--- src/rtl/dot_product_accumulator.sv ---
// dot_product_accumulator: streams VECTOR_LEN unsigned element pairs per vector
// through a multiply stage and an accumulate stage, presenting one dot product
// per vector with a valid/ready handshake, NUMBER_OF_VECTORS vectors per run.
// Build option: define DOT_PRODUCT_SATURATE_EN to clamp the accumulator at
// 2^ACC_WIDTH-1 on overflow; otherwise it wraps modulo 2^ACC_WIDTH.
module dot_product_accumulator #(
  parameter int DATA_WIDTH        = 8,
  parameter int VECTOR_LEN        = 8,
  parameter int NUMBER_OF_VECTORS = 4,
  parameter int ACC_WIDTH         = 2*DATA_WIDTH + $clog2(VECTOR_LEN)
) (
  input  logic                  clk,
  input  logic                  rst,
  input  logic                  start,
  input  logic                  in_valid,
  input  logic [DATA_WIDTH-1:0] in_a,
  input  logic [DATA_WIDTH-1:0] in_b,
  output logic                  in_ready,
  output logic [ACC_WIDTH-1:0]  result,
  output logic                  result_valid,
  input  logic                  result_ready,
  output logic [((NUMBER_OF_VECTORS > 1) ? $clog2(NUMBER_OF_VECTORS) : 1)-1:0] vec_idx,
  output logic                  overflow,
  output logic                  busy,
  output logic                  done
);

  localparam int PW = 2*DATA_WIDTH;
  localparam int SW = ((ACC_WIDTH > PW) ? ACC_WIDTH : PW) + 1;
  localparam int EW = (VECTOR_LEN > 1) ? $clog2(VECTOR_LEN) : 1;
  localparam int VW = (NUMBER_OF_VECTORS > 1) ? $clog2(NUMBER_OF_VECTORS) : 1;
  localparam logic [EW-1:0] LAST_ELEM = EW'(VECTOR_LEN - 1);
  localparam logic [VW-1:0] LAST_VEC  = VW'(NUMBER_OF_VECTORS - 1);

  typedef enum logic [2:0] {IDLE, ACCUM, FLUSH, HOLD, DONE} state_t;

  state_t          state;
  logic [EW-1:0]   elem_cnt;
  logic            flush_second;
  logic [PW-1:0]   prod;
  logic            prod_vld;
  logic [ACC_WIDTH-1:0] acc;
  logic [SW-1:0]   sum;
  logic            carry;
  logic            accept;
  logic            acc_clr;

  assign accept  = in_valid && in_ready;
  // Accumulator restarts on a new run and whenever a held result is taken.
  assign acc_clr = ((state == IDLE) && start) || ((state == HOLD) && result_ready);

  // Widened add so the carry out of ACC_WIDTH is visible.
  always_comb begin
    sum   = SW'(acc) + SW'(prod);
    carry = (sum >> ACC_WIDTH) != '0;
  end

  // Control FSM with all handshake/status outputs registered.
  always_ff @(posedge clk or posedge rst) begin
    if (rst) begin
      state        <= IDLE;
      elem_cnt     <= '0;
      flush_second <= 1'b0;
      in_ready     <= 1'b0;
      result       <= '0;
      result_valid <= 1'b0;
      vec_idx      <= '0;
      busy         <= 1'b0;
      done         <= 1'b0;
    end else begin
      done <= 1'b0;
      case (state)
        IDLE: begin
          if (start) begin
            state    <= ACCUM;
            in_ready <= 1'b1;
            busy     <= 1'b1;
            elem_cnt <= '0;
            vec_idx  <= '0;
          end
        end
        ACCUM: begin
          if (accept) begin
            if (elem_cnt == LAST_ELEM) begin
              state        <= FLUSH;
              in_ready     <= 1'b0;
              flush_second <= 1'b0;
            end else begin
              elem_cnt <= elem_cnt + EW'(1);
            end
          end
        end
        FLUSH: begin
          // Two cycles: one for the product register, one for the final add.
          if (flush_second) begin
            state        <= HOLD;
            result       <= acc;
            result_valid <= 1'b1;
          end else begin
            flush_second <= 1'b1;
          end
        end
        HOLD: begin
          if (result_ready) begin
            result_valid <= 1'b0;
            if (vec_idx == LAST_VEC) begin
              state <= DONE;
              done  <= 1'b1;
            end else begin
              state    <= ACCUM;
              in_ready <= 1'b1;
              elem_cnt <= '0;
              vec_idx  <= vec_idx + VW'(1);
            end
          end
        end
        DONE: begin
          state <= IDLE;
          busy  <= 1'b0;
        end
        default: state <= IDLE;
      endcase
    end
  end

  // Two-stage datapath: register the product, then fold it into the accumulator.
  always_ff @(posedge clk or posedge rst) begin
    if (rst) begin
      prod     <= '0;
      prod_vld <= 1'b0;
      acc      <= '0;
      overflow <= 1'b0;
    end else begin
      prod_vld <= accept;
      if (accept) begin
        prod <= PW'(in_a) * PW'(in_b);
      end
      if (acc_clr) begin
        acc      <= '0;
        overflow <= 1'b0;
      end else if (prod_vld) begin
        overflow <= overflow | carry;
`ifdef DOT_PRODUCT_SATURATE_EN
        acc <= carry ? '1 : sum[ACC_WIDTH-1:0];
`else
        acc <= sum[ACC_WIDTH-1:0];
`endif
      end
    end
  end

endmodule

--- config.mk ---
export PLATFORM = sky130hd
export DESIGN_NAME = dot_product_accumulator
export DESIGN_NICKNAME = d
export VERILOG_FILES = /design/src/rtl/dot_product_accumulator.sv
export SDC_FILE = /design/constraint.sdc
export NUM_CORES = 1
export LEC_CHECK = 0
export CORE_MARGIN = 2
export CORE_UTILIZATION = 35
export CTS_CLUSTER_DIAMETER = 100
export DETAILED_ROUTE_END_ITERATION = 8
export PLACE_DENSITY = 0.52
export SYNTH_ARGS = -nofsm -noshare
export SYNTH_HDL_FRONTEND = slang
export SYNTH_SLANG_ARGS = --single-unit
export TNS_END_PERCENT = 5
--- constraint.sdc ---
create_clock -name clk -period 2.1 [get_ports clk]
set_input_delay 0.315 -clock clk [delete_from_list [all_inputs] [get_ports clk]]
set_output_delay 0.315 -clock clk [all_outputs]
set_load 0.005 [all_outputs]
==> metrics.yaml, run 1 <==
outcome:
  status: "finished with violations"
  violations: "negative setup slack"
synth:
  syn_inst: 588
  ys_seq_area_share_pct: 30.4
  ys_ff_latch: 69
  netlist_area_um2: 5680
  synth_nets: 701
  avgSynthCellArea_um2: 9.66
  ys_warn_count: 0
  synth-edff-count: 0
  async_flop_share_pct: 100
  yosysUniqueCellTypes: 59
  synth-main-ff-cell: "dfrtp_1"
routing:
  dr_total_vias: 4480
  drtIter0Drc: 154
  maxUsedRoutingLayer: "met4"
  remaining_drc_errors: 0
  m1WireLength_um: 5880
  vias_per_cell: 4.83
  final_antenna_net_count: 0
  wl_met2_um: 5860
  routedWlPerCell_um: 13.1
  drt-total-wl_um: 12200
  wl_met3_um: 230
  dr.pass1.iters: 6
finish:
  diodes: 0
  final_common_cell: "buf_4"
  drive_gt1_share_pct: 26.7
  n_fill_cell: 1523
  stdcell_area_um2: 7470
  ff_latch_area_um2: 1730
  multi_input_area_um2: 3890
  final_nets: 820
  layout_common_cells: "77 x buf_4, 69 x dfrtp_1, 57 x inv_1"
  syn_to_final_growth_pct: 31.6
worst_hold_path:
  hp-class: "primary input to async pin"
clock_tree:
  insertion_delay_ns: 0.33
  cts_buffer_depth: 2
  numCtsBuffers: 9
  clockRootBuffer: "clkbuf_16"
  cts_sinks: 69
  cts_max_level: 3
  cts_tree: "yes"
  clk_pin_slew_worst_paths_ns: 0.05
power_and_ir_drop:
  power.total_mw: 9.53
  powerDensity_nw_per_um2: 1270
  p_leak_nw: 3.56
  ir_worst_vdd_mv: 0.453
floorplan:
  fp.coreArea_um2: 15900
  io_pins: 47
  start_util_pct: 35.7
  die_area_um2: 17300
  die_h_um: 131
  rows: 46
  dieWidth_um: 131
sta:
  tightest_slew_ns: 0.530
  final.period_utilization_pct: 172
  slew_viol_final: 0
  period_minus_slack_ns: 3.61
  setup_viol: 18
  slew_headroom_pct: 64.6
  hold_viol_final: 0
  fmaxAchievable_mhz: 277
  finClkSkew_ns: 0.00940
  rsz0062_at_grt: "yes"
  fin_ws_ns: -1.51
setup_path:
  crit_path_end_kind: "flip-flop"
  cp_data_required_time_ns: 2.31
  arrival_ns: 3.82
  r2r_cells: 8
  r2r_setup_slack_ns: -0.13
  critical_path_class: "primary input to flip-flop"
  crit_start: "in_a[2]"
  crit_path_max_fanout: 6
  r2r-end: "acc[16]"
  startpoint_type: "primary input"
  timing.rr.start: "prod[0]"
placement:
  postPlaceCellArea_um2: 7040
  dpl.hpwl_um: 9900
  port_buffers: 46
  place_ws_ns: -2.49
  place_congestion: 0.837
global_route:
  antenna_found_initial: 0
  grt_pass1_vias: 4529
  grt_overflow: 0
  grt_pass1_wl_um: 21400
  grtUsageTotal_pct: 14.7
  grt_max_degree: 26
run:
  cap_violations: 0
==> critical path, cell delays in order <==
cell and delay (ns):
buf_4 0.14, and2_4 0.14, fa_1 0.56, fa_1 0.43, fa_1 0.49, inv_1 0.05
fa_1 0.49, inv_2 0.04, ha_4 0.21, or2_4 0.23, a211oi_4 0.20, a21oi_2 0.09
o31ai_2 0.21, xnor2_1 0.15, o21ai_1 0.08
==> cells by family (layout without fill, tap and decap cells) <==
group | after synthesis | in the layout | synth area share, %
muxes | 31 | 31 | 5.97
buffers and inverters | 78 | 202 | 5.24
AOI/OAI and AO/OA | 133 | 133 | 15.4
DFF | 69 | 69 | 30.4
and+or+nand+nor | 165 | 165 | 14.7
adders and majority gates | 92 | 92 | 25.2
xor gates and xnor gates | 20 | 20 | 3.09
==> stage by stage <==
stage	utilization [%]	hold slack [ns]	std cells	TNS (ns)
final	47.1	0.362	928	-14.93
after global routing	47.1	0.404	928	-17.81
after CTS	46.6	0.374	927	-15.69
after detailed placement	44.3	0.486	911	-28.73
after global placement	44.3	0.479	911	-28.19
after floorplan	-	0.451	588	-16.59
==> layout make-up <==
cell class / count / area share (%)
Sequential cell: 69 / 23.1
Clock inverter: 4 / 0.318
Inverter: 63 / 3.16
Multi-Input combinational cell: 441 / 52.0
Clock buffer: 12 / 3.30
Timing Repair Buffer: 123 / 14.5
Tap cell: 216 / 3.62
==> per-layer routing <==
layer | up-vias | global-route usage (%)
li1 | 2263 | -
met1 | 2135 | 19.2
met2 | 65 | 25.3
met3 | 17 | 1.70
met4 | 0 | 5.19
met5 | - | 0
==> synth_stat cells (4+ instances only) <==
master | number | area [um2]
nor2b_1 | 5 | 31.3
nand2b_1 | 4 | 25.0
nand2_1 | 51 | 191
a21o_1 | 11 | 82.6
ha_1 | 55 | 688
fa_1 | 37 | 741
o21ai_0 | 41 | 205
o211ai_1 | 4 | 30.0
a21oi_1 | 29 | 145
clkbuf_1 | 10 | 37.5
mux2i_1 | 8 | 80.1
a22o_1 | 4 | 35.0
xnor2_1 | 13 | 114
nor2_1 | 28 | 105
mux2_2 | 23 | 259
xor2_1 | 7 | 61.3
a211oi_1 | 8 | 60.1
inv_1 | 62 | 233
dfrtp_1 | 69 | 1730
buf_2 | 4 | 20.0
and2_1 | 49 | 307
a31oi_1 | 6 | 37.5
nand3_1 | 9 | 45.0
==> worst max-delay path by stage <==
| stage | to | cells past startpoint |
|---|---|---|
| final | prod[15] | 15 |
| after global routing | prod[15] | 15 |
| after CTS | prod[15] | 15 |
| after detailed placement | prod[13] | 16 |
| after global placement | prod[11] | 16 |
| after floorplan | prod[15] | 14 |
==> where the power goes <==
part           internal, mW  switching [mW]
Combinational          3.03            3.00
Sequential             1.77           0.359
Clock                 0.827           0.544
Total                  5.62            3.91
==> registers in the layout, indices dropped and copies added (netlist names) <==
| signal | count |
|---|---|
| result_valid | 1 |
| vec_idx | 2 |
| done | 1 |
| busy | 1 |
| prod_vld | 1 |
| prod | 16 |
| flush_second | 1 |
| elem_cnt | 3 |
| acc | 19 |
| result | 19 |
| overflow | 1 |
| in_ready | 1 |
| state | 3 |
==> what timing repair did <==
action,4_1_cts,5_1_grt
buffers inserted,0,1
hold buffers,0,0
pin swaps,30,23
resized for setup,112,21
endpoints found under the setup margin,21,25
Power figures use the tool's default switching activity.
==> inputs of run 2 (changes only) <==
- CTS_BUF_LIST: not set -> sky130_fd_sc_hd__clkbuf_8 sky130_fd_sc_hd__clkbuf_16
- SLEW_MARGIN: not set -> 20
==> run 2 against run 1 <==
Net effect: the flow still finishes with violations (negative setup slack); worst setup slack is essentially flat; routed wire length barely moved; final area did not move; total power barely moved; clock power is essentially flat; hold slack is the same; first-iteration DRC count unchanged; clock skew about the same; critical endpoint unchanged; largest cell class unchanged; highest routed layer unchanged.
==> metrics.yaml, run 2 (synthesized netlist as in run 1, its figures left out) <==
floorplan:
  die_area_um2: 17300  # unchanged
  start_util_pct: 35.7  # unchanged
  fp.coreArea_um2: 15900  # unchanged
  io_pins: 47  # unchanged
  dieWidth_um: 131  # unchanged
  die_h_um: 131  # unchanged
  rows: 46  # unchanged
setup_path:
  crit_path_max_fanout: 6  # unchanged
  arrival_ns: 3.82  # about the same
  r2r-end: "acc[16]"
  r2r_setup_slack_ns: -0.13  # about the same
  cp_data_required_time_ns: 2.31  # about the same
  crit_path_end_kind: "flip-flop"
  critical_path_class: "primary input to flip-flop"
  startpoint_type: "primary input"
  r2r_cells: 8  # unchanged
  timing.rr.start: "prod[0]"
global_route:
  grt_pass1_vias: 4529  # unchanged
  grt_max_degree: 26  # unchanged
  grtUsageTotal_pct: 14.7  # unchanged
  grt_overflow: 0  # unchanged
  grt_pass1_wl_um: 21400  # unchanged
  antenna_found_initial: 0  # unchanged
sta:
  tightest_slew_ns: 0.530  # unchanged
  period_minus_slack_ns: 3.61  # -0.000180 ns
  fin_ws_ns: -1.51  # +0.000180 ns
  setup_viol: 18  # unchanged
  finClkSkew_ns: 0.00939  # -0.00000854 ns
  final.period_utilization_pct: 172  # about the same
  rsz0062_at_grt: "yes"
  slew_viol_final: 0  # unchanged
  fmaxAchievable_mhz: 277  # about the same
  slew_headroom_pct: 64.6  # unchanged
  hold_viol_final: 0  # unchanged
clock_tree:
  cts_tree: "yes"
  hold_buffers: 0  # unchanged
  clockRootBuffer: "clkbuf_16"
  numCtsBuffers: 9  # unchanged
  cts_buffer_depth: 2  # unchanged
  insertion_delay_ns: 0.33  # about the same
  clk_pin_slew_worst_paths_ns: 0.05  # about the same
  cts_sinks: 69  # unchanged
  cts_max_level: 3  # unchanged
routing:
  drtIter0Drc: 154  # unchanged
  routedWlPerCell_um: 13.1  # about the same
  dr_total_vias: 4481  # +0.022%
  remaining_drc_errors: 0  # unchanged
  dr.pass1.iters: 6  # unchanged
  final_antenna_net_count: 0  # unchanged
  drt-total-wl_um: 12200  # about the same
  vias_per_cell: 4.83  # about the same
finish:
  reg_top3: "acc: 19 flops, result: 19 flops, prod: 16 flops"
  post-route-util_pct: 47.1  # unchanged
  diodes: 0  # unchanged
  final_nets: 820  # unchanged
  syn_to_final_growth_pct: 31.6  # unchanged
  layout_common_cells: "77 x buf_4, 69 x dfrtp_1, 59 x inv_1"
  final_common_cell: "buf_4"
  drive_gt1_share_pct: 26.7  # unchanged
power_and_ir_drop:
  power.total_mw: 9.52  # about the same
  p_leak_nw: 3.57  # +0.23%
  powerDensity_nw_per_um2: 1270  # about the same
  ir_worst_vdd_mv: 0.453  # unchanged
placement:
  place_ws_ns: -2.49  # unchanged
  port_buffers: 46  # unchanged
  place_congestion: 0.837  # unchanged
  dpl.hpwl_um: 9900  # unchanged
worst_hold_path:
  hp-class: "primary input to async pin"
run:
  cap_violations: 0  # unchanged
outcome:
  violations: "negative setup slack"
  status: "finished with violations"
==> run 2: critical path, cell delays in order <==
cell and delay [ns]:
buf_4 0.14, and2_4 0.14, fa_1 0.56, fa_1 0.43
fa_1 0.49, inv_1 0.05, fa_1 0.49, inv_2 0.04
ha_4 0.21, or2_4 0.23, a211oi_4 0.20, a21oi_2 0.09
o31ai_2 0.21, xnor2_1 0.15, o21ai_1 0.08
==> run 2: stage by stage <==
| step | hold slack, ns | TNS, ns | cell area [um2] | std cells |
|---|---|---|---|---|
| 6_report | 0.362 | -14.94 | 7470 | 928 |
| 3_5_place_dp | 0.486 | -28.73 | 7040 | 911 |
| 5_1_grt | 0.404 | -17.81 | 7470 | 928 |
| 3_3_place_gp | 0.479 | -28.19 | 7040 | 911 |
| 2_1_floorplan | 0.451 | -16.59 | 5750 | 588 |
| 4_1_cts | 0.374 | -15.69 | 7400 | 927 |
==> run 2: final cells by class <==
class	count	area (um2)
Sequential cell	69	1730
Multi-Input combinational cell	441	3890
Clock inverter	6	31.3
Tap cell	216	270
Clock buffer	10	239
Timing Repair Buffer	123	1080
Inverter	63	236
Fill cell	1523	8410
==> run 2: worst max-delay path by stage <==
stage / endpoint / slack (ns) / start
floorplan: prod[15] / -1.60 / in_a[3]
global route: prod[15] / -1.67 / in_a[2]
CTS: prod[15] / -1.58 / in_a[2]
detailed placement: prod[13] / -2.49 / in_a[3]
global placement: prod[11] / -2.41 / in_a[3]
finish: prod[15] / -1.51 / in_a[2]
==> run 2: what timing repair did <==
action	4_1_cts	5_1_grt
setup buffers	0	1
resized for setup	112	21
pin swaps	30	23
endpoints found under the setup margin	21	25
gates cloned	0	0
==> run 2: routing by layer <==
| metal | track usage (%) | routed length [um] | vias up |
|---|---|---|---|
| li1 | - | - | 2263 |
| met1 | 19.2 | 5880 | 2136 |
| met2 | 25.3 | 5860 | 65 |
| met3 | 1.70 | 229 | 17 |
| met4 | 5.19 | 213 | 0 |
| met5 | 0 | 0 | - |
==> run 2: report_power, final <==
part	total, mW	internal (mW)	leakage [nW]	switching (mW)
sequential	2.13	1.77	0.877	0.360
clock	1.36	0.817	0.145	0.547
combinational	6.03	3.03	2.55	3.00
total	9.52	5.61	3.57	3.91
